## config.mk

```make
export PLATFORM = sky130hd
export DESIGN_NAME = yuv_mb_reader
export DESIGN_NICKNAME = d
export VERILOG_FILES = /design/src/rtl/yuv_mb_reader.sv
export SDC_FILE = /design/constraint.sdc
export NUM_CORES = 1
export LEC_CHECK = 0
export BUFFER_PORTS_ARGS = -buffer_cell sky130_fd_sc_hd__buf_2
export CAP_MARGIN = 0
export CORE_AREA = 4 4 149 151
export CTS_BUF_LIST = sky130_fd_sc_hd__clkbuf_4 sky130_fd_sc_hd__clkbuf_8 sky130_fd_sc_hd__clkbuf_16
export DETAILED_ROUTE_END_ITERATION = 8
export DIE_AREA = 0 0 153 155
export HOLD_SLACK_MARGIN = 0.1
export PLACE_DENSITY = 0.7
export SLEW_MARGIN = 20
export SYNTH_ARGS = -nofsm -noshare
export SYNTH_HDL_FRONTEND = slang
export SYNTH_SLANG_ARGS = --single-unit
```

## constraint.sdc

```tcl
create_clock -name clk -period 2.5 [get_ports clk]
set_input_delay 0.5 -clock clk [delete_from_list [all_inputs] [get_ports clk]]
set_output_delay 0.5 -clock clk [all_outputs]
set_load 0.05 [all_outputs]
```

## src/rtl/yuv_mb_reader.sv

```systemverilog
// yuv_mb_reader: read-side master for the yuv_ram macroblock buffer.
// Walks word addresses 0..WORDS_PER_MB-1 for every macroblock of a frame
// and re-emits the returned words as a framed valid/ready stream. A small
// skid FIFO plus a credit check on r_ready_o absorbs the buffer's fixed
// one-cycle read latency, so downstream stalls never drop a word.
// Optional build macro MB_CHECKSUM_EN adds mb_sum, the mod-2^16 byte sum
// of the macroblock, valid together with m_eop.
module yuv_mb_reader #(
    parameter int MB_COLS      = 80,
    parameter int MB_ROWS      = 45,
    parameter int WORDS_PER_MB = 96,
    parameter int FIFO_DEPTH   = 4
) (
    input  logic        clk,
    input  logic        rst_n,
    input  logic        start,
    output logic [6:0]  r_addr_o,
    output logic        r_ready_o,
    input  logic        r_valid_i,
    input  logic        data_valid_i,
    input  logic [31:0] data_i,
    output logic [31:0] m_data,
    output logic        m_valid,
    input  logic        m_ready,
    output logic        m_sop,
    output logic        m_eop,
    output logic [1:0]  m_comp,
    output logic [6:0]  mb_x,
    output logic [5:0]  mb_y,
    output logic        busy,
    output logic        frame_done
`ifdef MB_CHECKSUM_EN
    ,
    output logic [15:0] mb_sum
`endif
);

    localparam int MB_TOTAL = MB_COLS * MB_ROWS;
    localparam int CNT_W    = $clog2(MB_TOTAL + 1);
    localparam int PTR_W    = (FIFO_DEPTH > 1) ? $clog2(FIFO_DEPTH) : 1;
    localparam int FC_W     = $clog2(FIFO_DEPTH + 1);

    localparam logic [6:0]       LAST_ADDR = 7'(WORDS_PER_MB - 1);
    localparam logic [6:0]       Y_END     = 7'(WORDS_PER_MB * 2 / 3);
    localparam logic [6:0]       U_END     = 7'(WORDS_PER_MB * 5 / 6);
    localparam logic [6:0]       LAST_COL  = 7'(MB_COLS - 1);
    localparam logic [CNT_W-1:0] LAST_MB   = CNT_W'(MB_TOTAL - 1);
    localparam logic [FC_W-1:0]  DEPTH_C   = FC_W'(FIFO_DEPTH);

    typedef enum logic [1:0] {IDLE, READ, DRAIN, DONE} state_t;

    typedef struct packed {
        logic [31:0] data;
        logic        sop;
        logic        eop;
        logic [1:0]  comp;
        logic [6:0]  x;
        logic [5:0]  y;
    } fifo_ent_t;

    typedef struct packed {
        logic        sop;
        logic        eop;
        logic [1:0]  comp;
        logic [6:0]  x;
        logic [5:0]  y;
    } tag_t;

    // Plane of a word inside the macroblock: Y, then U, then V.
    function automatic logic [1:0] plane_of(input logic [6:0] a);
        if (a < Y_END)      return 2'd0;
        else if (a < U_END) return 2'd1;
        else                return 2'd2;
    endfunction

    state_t           state;
    state_t           state_nxt;
    logic [6:0]       addr;
    logic [CNT_W-1:0] mb_cnt;
    logic [6:0]       rd_x;
    logic [5:0]       rd_y;
    logic             inflight;
    logic             err_flag;
    tag_t             tag_p1;

    fifo_ent_t        mem [FIFO_DEPTH];
    fifo_ent_t        head;
    fifo_ent_t        ent_in;
    logic [PTR_W-1:0] wr_ptr;
    logic [PTR_W-1:0] rd_ptr;
    logic [FC_W-1:0]  fifo_count;

    logic             accept;
    logic             last_word;
    logic             push;
    logic             pop;
    logic             credit_ok;
    logic [FC_W:0]    credit_use;

    assign accept     = r_ready_o & r_valid_i;
    assign last_word  = (addr == LAST_ADDR);
    assign push       = data_valid_i & inflight & ((fifo_count != DEPTH_C) | pop);
    assign pop        = m_valid & m_ready;
    // The outstanding read still owns a FIFO slot until its data lands.
    assign credit_use = {1'b0, fifo_count} + (FC_W + 1)'(inflight);
    assign credit_ok  = credit_use < (FC_W + 1)'(FIFO_DEPTH);
    assign r_addr_o   = addr;

    // State register.
    always_ff @(posedge clk or negedge rst_n) begin
        if (!rst_n) state <= IDLE;
        else        state <= state_nxt;
    end

    // Next-state logic; DRAIN exits on the edge that pops the final word.
    always_comb begin
        state_nxt = state;
        case (state)
            IDLE:    if (start) state_nxt = READ;
            READ:    if (accept && last_word && mb_cnt == LAST_MB) state_nxt = DRAIN;
            DRAIN:   if (!inflight && (fifo_count == '0 || (fifo_count == FC_W'(1) && pop)))
                         state_nxt = DONE;
            DONE:    state_nxt = IDLE;
            default: state_nxt = IDLE;
        endcase
    end

    // FSM outputs.
    always_comb begin
        r_ready_o  = (state == READ) && credit_ok;
        busy       = (state == READ) || (state == DRAIN);
        frame_done = (state == DONE);
    end

    // Read address and macroblock position counters.
    always_ff @(posedge clk or negedge rst_n) begin
        if (!rst_n) begin
            addr   <= '0;
            mb_cnt <= '0;
            rd_x   <= '0;
            rd_y   <= '0;
        end else if (state == IDLE && start) begin
            addr   <= '0;
            mb_cnt <= '0;
            rd_x   <= '0;
            rd_y   <= '0;
        end else if (accept) begin
            if (last_word) begin
                addr <= '0;
                if (mb_cnt != LAST_MB) mb_cnt <= mb_cnt + CNT_W'(1);
                if (rd_x == LAST_COL) begin
                    rd_x <= '0;
                    rd_y <= rd_y + 6'd1;
                end else begin
                    rd_x <= rd_x + 7'd1;
                end
            end else begin
                addr <= addr + 7'd1;
            end
        end
    end

    // Outstanding-read flag and sticky error for unsolicited read data.
    always_ff @(posedge clk or negedge rst_n) begin
        if (!rst_n) begin
            inflight <= 1'b0;
            err_flag <= 1'b0;
        end else begin
            inflight <= accept;
            if (data_valid_i && !inflight) err_flag <= 1'b1;
        end
    end

    // Tags captured at accept, delayed to line up with the returning data.
    always_ff @(posedge clk) begin
        if (accept) begin
            tag_p1.sop  <= (addr == 7'd0);
            tag_p1.eop  <= last_word;
            tag_p1.comp <= plane_of(addr);
            tag_p1.x    <= rd_x;
            tag_p1.y    <= rd_y;
        end
    end

    assign ent_in = '{data: data_i, sop: tag_p1.sop, eop: tag_p1.eop,
                      comp: tag_p1.comp, x: tag_p1.x, y: tag_p1.y};

    // Skid FIFO storage.
    always_ff @(posedge clk) begin
        if (push) mem[wr_ptr] <= ent_in;
    end

    // Skid FIFO pointers and occupancy.
    always_ff @(posedge clk or negedge rst_n) begin
        if (!rst_n) begin
            wr_ptr     <= '0;
            rd_ptr     <= '0;
            fifo_count <= '0;
        end else begin
            if (push) wr_ptr <= wr_ptr + PTR_W'(1);
            if (pop)  rd_ptr <= rd_ptr + PTR_W'(1);
            case ({push, pop})
                2'b10:   fifo_count <= fifo_count + FC_W'(1);
                2'b01:   fifo_count <= fifo_count - FC_W'(1);
                default: fifo_count <= fifo_count;
            endcase
        end
    end

    assign head = mem[rd_ptr];

    // Stream outputs, forced to zero while the FIFO is empty.
    always_comb begin
        m_valid = (fifo_count != '0);
        m_data  = m_valid ? head.data : 32'd0;
        m_sop   = m_valid & head.sop;
        m_eop   = m_valid & head.eop;
        m_comp  = m_valid ? head.comp : 2'd0;
        mb_x    = m_valid ? head.x : 7'd0;
        mb_y    = m_valid ? head.y : 6'd0;
    end

`ifdef MB_CHECKSUM_EN
    logic [15:0] sum_acc;

    function automatic logic [15:0] byte_sum(input logic [31:0] w);
        return 16'(w[31:24]) + 16'(w[23:16]) + 16'(w[15:8]) + 16'(w[7:0]);
    endfunction

    // Running byte sum of the words already popped from this macroblock.
    always_ff @(posedge clk or negedge rst_n) begin
        if (!rst_n)     sum_acc <= '0;
        else if (pop)   sum_acc <= m_eop ? 16'd0 : sum_acc + byte_sum(m_data);
    end

    assign mb_sum = sum_acc + byte_sum(m_data);
`endif

    err_no_orphan_data: assert property (@(posedge clk) disable iff (!rst_n) !err_flag);

endmodule

```

==> reports/metrics.yaml <==
status:
  status: "complete, but fails checks"
  violations: "negative setup slack"
final_layout:
  area_growth_pct: 24.9
  drive_above_1_share_pct: 39.0
  postLayoutCellArea_sq_um: 12900
  layout.cells.most_common: "edfxtp_1"
  fin_cells: 1005
  most-common-layout-cells: "edfxtp_1, mux4_2, buf_2"
  diodes: 0
  num-nets-final: 766
synth:
  ys_seq_area_share_pct: 72.2
  synthCells: 581
  ys.flop_type: "edfxtp_1"
  netlist-cell-type-count: 47
  synth_top_area_share_pct: 62.0
  syn_area_sq_um: 10300
  synth_seq_cells: 255
  synthArstFlopShare_pct: 16.5
  syn_avg_cell_area_sq_um: 17.8
  synth_largest_area_cell: "edfxtp_1"
  yosysWarnings: 0
  synth_nets: 638
  synth_edf_count: 213
  synth_area_leaders: "edfxtp_1, mux4_2, dfrtp_1, and2_1, ha_1"
worst_hold_path:
  hold_path.class: "in2reg"
  holdPathEnd: "mem[0][46]"
  hold_depth: 1
  worstHoldStart: "data_i[29]"
placed_design:
  post-place-cells: 942
  io_buffers: 97
  place_ws_ps: 239
  place_hpwl_mm: 11.6
  gp_congestion: 0.811
  place_area_sq_um: 11300
timing:
  slew_viol_final: 0
  setup-violations-final: 49
  timing.fmax_mhz: 387
  grt_setup_unrepaired: "true"
  hold_viol_final: 0
  post-route-period-util_pct: 103
  fin_skew_ps: 18.5
  tightest_slew_ps: 697
  fin_ws_ps: -81.1
  hold_ws_ps: 184
  fin_crit_ps: 2580
  timing.slew.headroom_pct: 53.5
critical_path:
  critical_path_buf_inv_count: 3
  r2r_cells: 7
  r2r_end: "mb_cnt[11]"
  cp.arrival_ps: 2080
  path_max_fanout: 6
  worstSetupStartpointType: "flip-flop"
  critPathTopFamily: "flip-flops"
  critPathSlowestCell: "dfrtp_4"
  crit_top_cell: "buf_6"
  r2r-start: "state[1]"
  crit_path_max_incr_delay_ps: 500
  startpoint: "rd_ptr[0]"
  reg2reg_slack_ps: 220
  path_cells: "buf_6, clkbuf_16, mux4_2, and2_4, buf_6"
  worst_ep_required_time_ps: 2000
  cp-end-kind: "primary output"
  setup.worst_path.class: "reg2out"
grt:
  grt_usage_pct: 16.5
  grt_pass1_vias: 5912
  grt_max_degree: 52
  grt-ovfl-total: 0
  grt_antenna_before_repair: 0
  grt_pass1_wl_mm: 31.6
power_and_ir_drop:
  power_density_nw_per_um2: 1280
  power_leakage_nw: 4.80
  ir_drop_uv: 619
routing:
  ant_nets: 0
  drc: 0
  vias: 5573
  routed_wl_mm: 20.9
  drt_iter0_drc: 390
  first_pass_iters: 4
  vias_per_cell: 5.55
  routedWlPerCell_um: 20.8
job:
  maxCapViolations: 0
clock_network:
  clock_latency_ps: 530
  cts_tree: "done"
  path_clk_slew_ps: 60
  cts_buffers: 27
  clockBufferDepth: 3
  cts_max_level: 1
  cts_root_buffer: "clkbuf_16"
  cts.sinks: 255
floorplan:
  initial_core_util_pct: 49.5
  die_h_um: 155
  ioPinCount: 98
  coreArea_sq_um: 20800
  dieArea_sq_um: 23700
  rows: 53
  die_w_um: 153
-- kinds of logic (layout without fill, tap and decap cells) --
| kind of cell | after synthesis | count (layout) | synth area share, % |
|---|---|---|---|
| DFF | 255 | 255 | 72.2 |
| and+or+nand+nor | 160 | 160 | 9.34 |
| muxes | 54 | 54 | 11.2 |
| AOI/OAI and AO/OA | 38 | 38 | 2.06 |
| buffers and inverters | 38 | 187 | 1.47 |
| adders and majority gates | 19 | 19 | 2.30 |
| xor gates and xnor gates | 17 | 17 | 1.44 |
-- repair_timing --
item,CTS,global route
buffers inserted,1,5
hold endpoints to repair,27,0
cloned,0,6
gates resized for setup,108,65
pin swaps,0,18
hold buffers,1,0
endpoints found under the setup margin,49,51
-- through the flow --
stage | TNS, ps | utilization, % | power, mW
after global routing | -5410 | 61.9 | 17.1
after detailed placement | 0 | 54.1 | 10.7
after CTS | -3220 | 60.1 | 15.6
after global placement | 0 | 54.1 | 10.6
after floorplan | 0 | - | 9.35
final | -2480 | 61.9 | 16.5
-- report_power, final --
part / total (mW) / internal (mW) / switching (mW)
Sequential: 5.11 / 4.92 / 0.187
Combinational: 7.39 / 3.33 / 4.06
Clock: 3.95 / 2.42 / 1.54
Total: 16.5 / 10.7 / 5.79
-- layout make-up --
type                            count  area [sq um]
Inverter                           14          56.3
Timing Repair Buffer              123          1290
Multi-Input combinational cell    288          2840
Clock buffer                       41           798
Clock inverter                      9           100
Fill cell                        1437          7940
Tap cell                          275           344
Sequential cell                   255          7450
-- routing by layer --
layer  global-route usage, %  wire length, um
met5                       0                0
met4                    5.09              393
met3                    2.87             1030
met2                    28.8            10800
met1                    21.5             8610
-- synth_stat cells, types with 5 or more instances --
cell type / n
ha_1: 19
inv_1: 12
o21ai_0: 12
or3_1: 10
mux2i_1: 5
nand2_1: 22
xnor2_1: 6
nor2_1: 19
clkbuf_1: 16
xor2_1: 11
and2_1: 56
nand4_1: 10
edfxtp_1: 213
nand3_1: 10
a21oi_1: 16
dfrtp_1: 42
buf_2: 7
mux4_2: 49
-- state kept, by name, indices dropped and copies added (netlist names), 3 cells and up --
name and flops:
ent_in 17, fifo_count 3, mb_cnt 12, mem 196, r_addr_o 7, rd_x 7, rd_y 6
-- worst max path at each step --
stage	to	slack, ps	cells past startpoint
2_1_floorplan	mb_x[2]	70	5
3_3_place_gp	m_comp[0]	350	4
3_5_place_dp	mb_cnt[11]	240	7
4_1_cts	mb_x[2]	-100	4
5_1_grt	m_data[30]	-140	5
6_report	mb_y[1]	-80	5
Power figures use the tool's default switching activity.
